File: src/rtl/intensity.sv
// intensity: registered RGB-to-luma conversion for a 3x3 window of 24-bit pixels
module intensity (
    input  logic         clk,
    input  logic         n_rst,
    input  logic [215:0] pixelData,
    output logic [71:0]  iGrid
);
    logic [71:0] igrid_d;
    logic [71:0] igrid_q;

    for (genvar g = 0; g < 9; g++) begin : g_lane
        logic [7:0]  r;
        logic [7:0]  gc;
        logic [7:0]  b;
        logic [15:0] sum;
        assign r   = pixelData[215-24*g -: 8];
        assign gc  = pixelData[207-24*g -: 8];
        assign b   = pixelData[199-24*g -: 8];
        // weights sum to 256, so the 16-bit sum never overflows and [15:8] is floor(sum/256)
        assign sum = 16'd77 * {8'd0, r} + 16'd150 * {8'd0, gc} + 16'd29 * {8'd0, b};
        assign igrid_d[71-8*g -: 8] = sum[15:8];
    end

    // one-cycle output register, cleared asynchronously
    always_ff @(posedge clk or negedge n_rst) begin
        if (!n_rst) igrid_q <= '0;
        else        igrid_q <= igrid_d;
    end

    assign iGrid = igrid_q;
endmodule

File: config.mk
export PLATFORM = sky130hd
export DESIGN_NAME = intensity
export DESIGN_NICKNAME = d
export VERILOG_FILES = /design/src/rtl/intensity.sv
export SDC_FILE = /design/constraint.sdc
export NUM_CORES = 2
export LEC_CHECK = 0
export BUFFER_PORTS_ARGS = -buffer_cell sky130_fd_sc_hd__buf_4
export CORE_MARGIN = 10
export CORE_UTILIZATION = 39
export CTS_BUF_LIST = sky130_fd_sc_hd__clkbuf_8
export DETAILED_ROUTE_END_ITERATION = 8
export HOLD_SLACK_MARGIN = 0.1
export PLACE_DENSITY_LB_ADDON = 0.2
export SLEW_MARGIN = 10
export SYNTH_ARGS = -nofsm -noshare
export SYNTH_HDL_FRONTEND = slang
export SYNTH_SLANG_ARGS = --single-unit
File: constraint.sdc
create_clock -name clk -period 0.8 [get_ports clk]
set_input_delay 0.08 -clock clk [delete_from_list [all_inputs] [get_ports clk]]
set_output_delay 0.08 -clock clk [all_outputs]
set_load 0.02 [all_outputs]
==> results.cfg <==
[clock_tree]
cts_tree = done
clockRootBuffer = clkbuf_8
cts_made_buffers = 9
cts.clk_slew.worst_paths_ns = 0.11
ctsHtreeMaxLevel = 3
cts_hold_buf = 1
clockBufferDepth = 2
cts.sinks = 72

[floorplan]
die_x_um = 294
start_util_pct = 39.3
core_area_um2 = 74600
die_area_um2 = 86600
rows = 100
pin_count = 290
die_h_um = 294

[hold_path]
hp-class = input port to asynchronous set/reset pin

[logic_synthesis]
netlist_area_um2 = 29300
syn_area_per_cell_um2 = 9.94
synthArstFlopShare_pct = 100
yosysUniqueCellTypes = 62
synth_seq_cells = 72
synth-main-ff-cell = dfrtp_1
syn_inst = 2952
yosys_warnings = 0
synth_nets = 4421
yosysSeqAreaShare_pct = 6.14
synth_enable_flop_cells = 0

[grt]
gr-total-overflow = 0
globalRouteTotalUtil_pct = 17.5
grt_pass1_vias = 25267
antenna_found_initial = 8
use_met1_pct = 21.6
grt_max_degree = 26
grt.met3_usage_pct = 3.09
grt_pass1_wl_um = 123000
grt_util_met2_pct = 31.9
grt.busiest_layer = met2

[routing]
vias = 22290
drtIter0Drc = 428
final_antenna_net_count = 0
drtPass1Iterations = 4
drc = 0
wire_per_inst_um = 15.0
routed_wirelength_um = 72500
vias_per_cell = 4.60

[sta]
slew_headroom_pct = 67.1
fmax_ghz = 0.191
setup_viol = 144
min_period_over_period_pct = 654
setup_ws_ns = -4.44
worstMarginPinSlew_ns = 0.494
rsz0062_at_grt = true
period_minus_slack_ns = 5.24
maxSlewViolCount = 0
final-hold-violation-count = 0

[final_layout]
mostFrequentLayoutCells = inv_1, buf_4, ha_1, fa_1, buf_6
largest_register_ffs = 72
drive_gt1_share_pct = 35.7
stdcell_area_um2 = 41300
nets = 5334
fillCellCount = 6660
final_util_pct = 55.4
layout_commonest_cell = inv_1
syn_to_final_growth_pct = 40.8

[status]
status = finished, violations left
violations = negative setup slack

[worst_setup_path]
startpoint_type = input port
critPathMaxFanout = 4
path_class = input port to flop
worstPathRequired_ns = 1.17
cp.arrival_ns = 5.60
endpoint_kind = flop

[place]
dp_hpwl_um = 64800
gp_congestion = 0.841
port_buffers = 289
pre_cts_ws_ns = -5.05
dpl-instance-area_um2 = 38200

[run]
maxCapViolCount = 0
==> repair_timing <==
item                                   4_1_cts  5_1_grt
pin swaps                                  244       99
resized for setup                          353      124
setup endpoints to repair                  144      144
endpoints found under the hold margin       72        8
buffers inserted                            45       22
==> how the worst max path moves through the flow <==
stage,start,end,depth (start not counted)
6_report,pixelData[156],iGrid[55],23
3_3_place_gp,pixelData[204],iGrid[71],22
3_5_place_dp,pixelData[156],iGrid[55],26
4_1_cts,pixelData[156],iGrid[55],26
2_1_floorplan,pixelData[60],iGrid[23],22
5_1_grt,pixelData[156],iGrid[55],26
==> per-stage QoR <==
stage,instances,hold slack [ns],TNS (ns)
final,4843,0.0259,-312.10
after global routing,4840,0.0211,-325.95
after CTS,4827,-0.0136,-312.75
after detailed placement,4772,-0.0340,-334.20
after global placement,4772,-0.0346,-333.12
after floorplan,2952,-0.216,-302.75
==> worst max-delay path, stage by stage <==
cell       delay [ns]
buf_8            0.10
ha_4             0.23
ha_4             0.25
inv_2            0.03
fa_1             0.45
fa_1             0.50
inv_2            0.05
ha_4             0.24
buf_4            0.15
xnor2_4          0.14
fa_1             0.49
fa_1             0.51
inv_2            0.04
fa_1             0.49
fa_1             0.51
inv_2            0.05
ha_4             0.28
o2111ai_4        0.14
o21ai_4          0.25
buf_4            0.15
nor4_2           0.04
a311oi_2         0.25
xor2_1           0.17
==> logic make-up after synthesis <==
kind of cell	Yosys count	share of synthesized area [%]
fa+ha+maj	1251	66.0
mux	5	0.175
compound gates	340	7.86
xor+xnor	146	4.41
buf+inv	879	11.2
flops	72	6.14
simple gates	259	4.16
==> synth_stat cells, types with 7 or more instances <==
cell type / count / area, um2
inv_1: 877 / 3290
ha_1: 756 / 9460
fa_1: 495 / 9910
a21oi_1: 103 / 515
nor2_1: 96 / 360
xnor2_1: 94 / 823
dfrtp_1: 72 / 1800
o21ai_0: 52 / 260
xor2_1: 51 / 447
nand2_1: 46 / 173
a21o_1: 41 / 308
nand3_1: 26 / 130
o21a_1: 24 / 180
o21bai_1: 23 / 173
nor2b_1: 17 / 106
nor3_1: 16 / 80.1
nand2b_1: 11 / 68.8
or2_2: 10 / 62.6
a311oi_1: 9 / 78.8
nand4_1: 9 / 56.3
a211oi_1: 8 / 60.1
a31oi_1: 8 / 50.1
o211ai_1: 8 / 60.1
o31ai_1: 8 / 60.1
and2_1: 7 / 43.8
or3_1: 7 / 43.8
==> routing by layer <==
| metal | part of all wire, % | vias to the layer above |
|---|---|---|
| met5 | 0.090 | - |
| met4 | 1.2 | 10 |
| met3 | 3.5 | 56 |
| met2 | 51 | 208 |
| met1 | 44 | 10864 |
| li1 | - | 11152 |
==> layout make-up <==
| type | instances | area, um2 | share of cell area, % |
|---|---|---|---|
| inverters | 877 | 3300 | 7.98 |
| clock buffers | 10 | 138 | 0.333 |
| clock inverters | 6 | 66.3 | 0.161 |
| well taps | 969 | 1210 | 2.94 |
| repair buffers | 904 | 7410 | 17.9 |
| diodes | 4 | 10.0 | 0.0242 |
| multi-input cells | 2001 | 27400 | 66.3 |
| flip-flops and latches | 72 | 1800 | 4.37 |
Power is left out: the tool's default activity adds up to more than one toggle a clock period on the data nets, which glitch-free logic cannot reach.
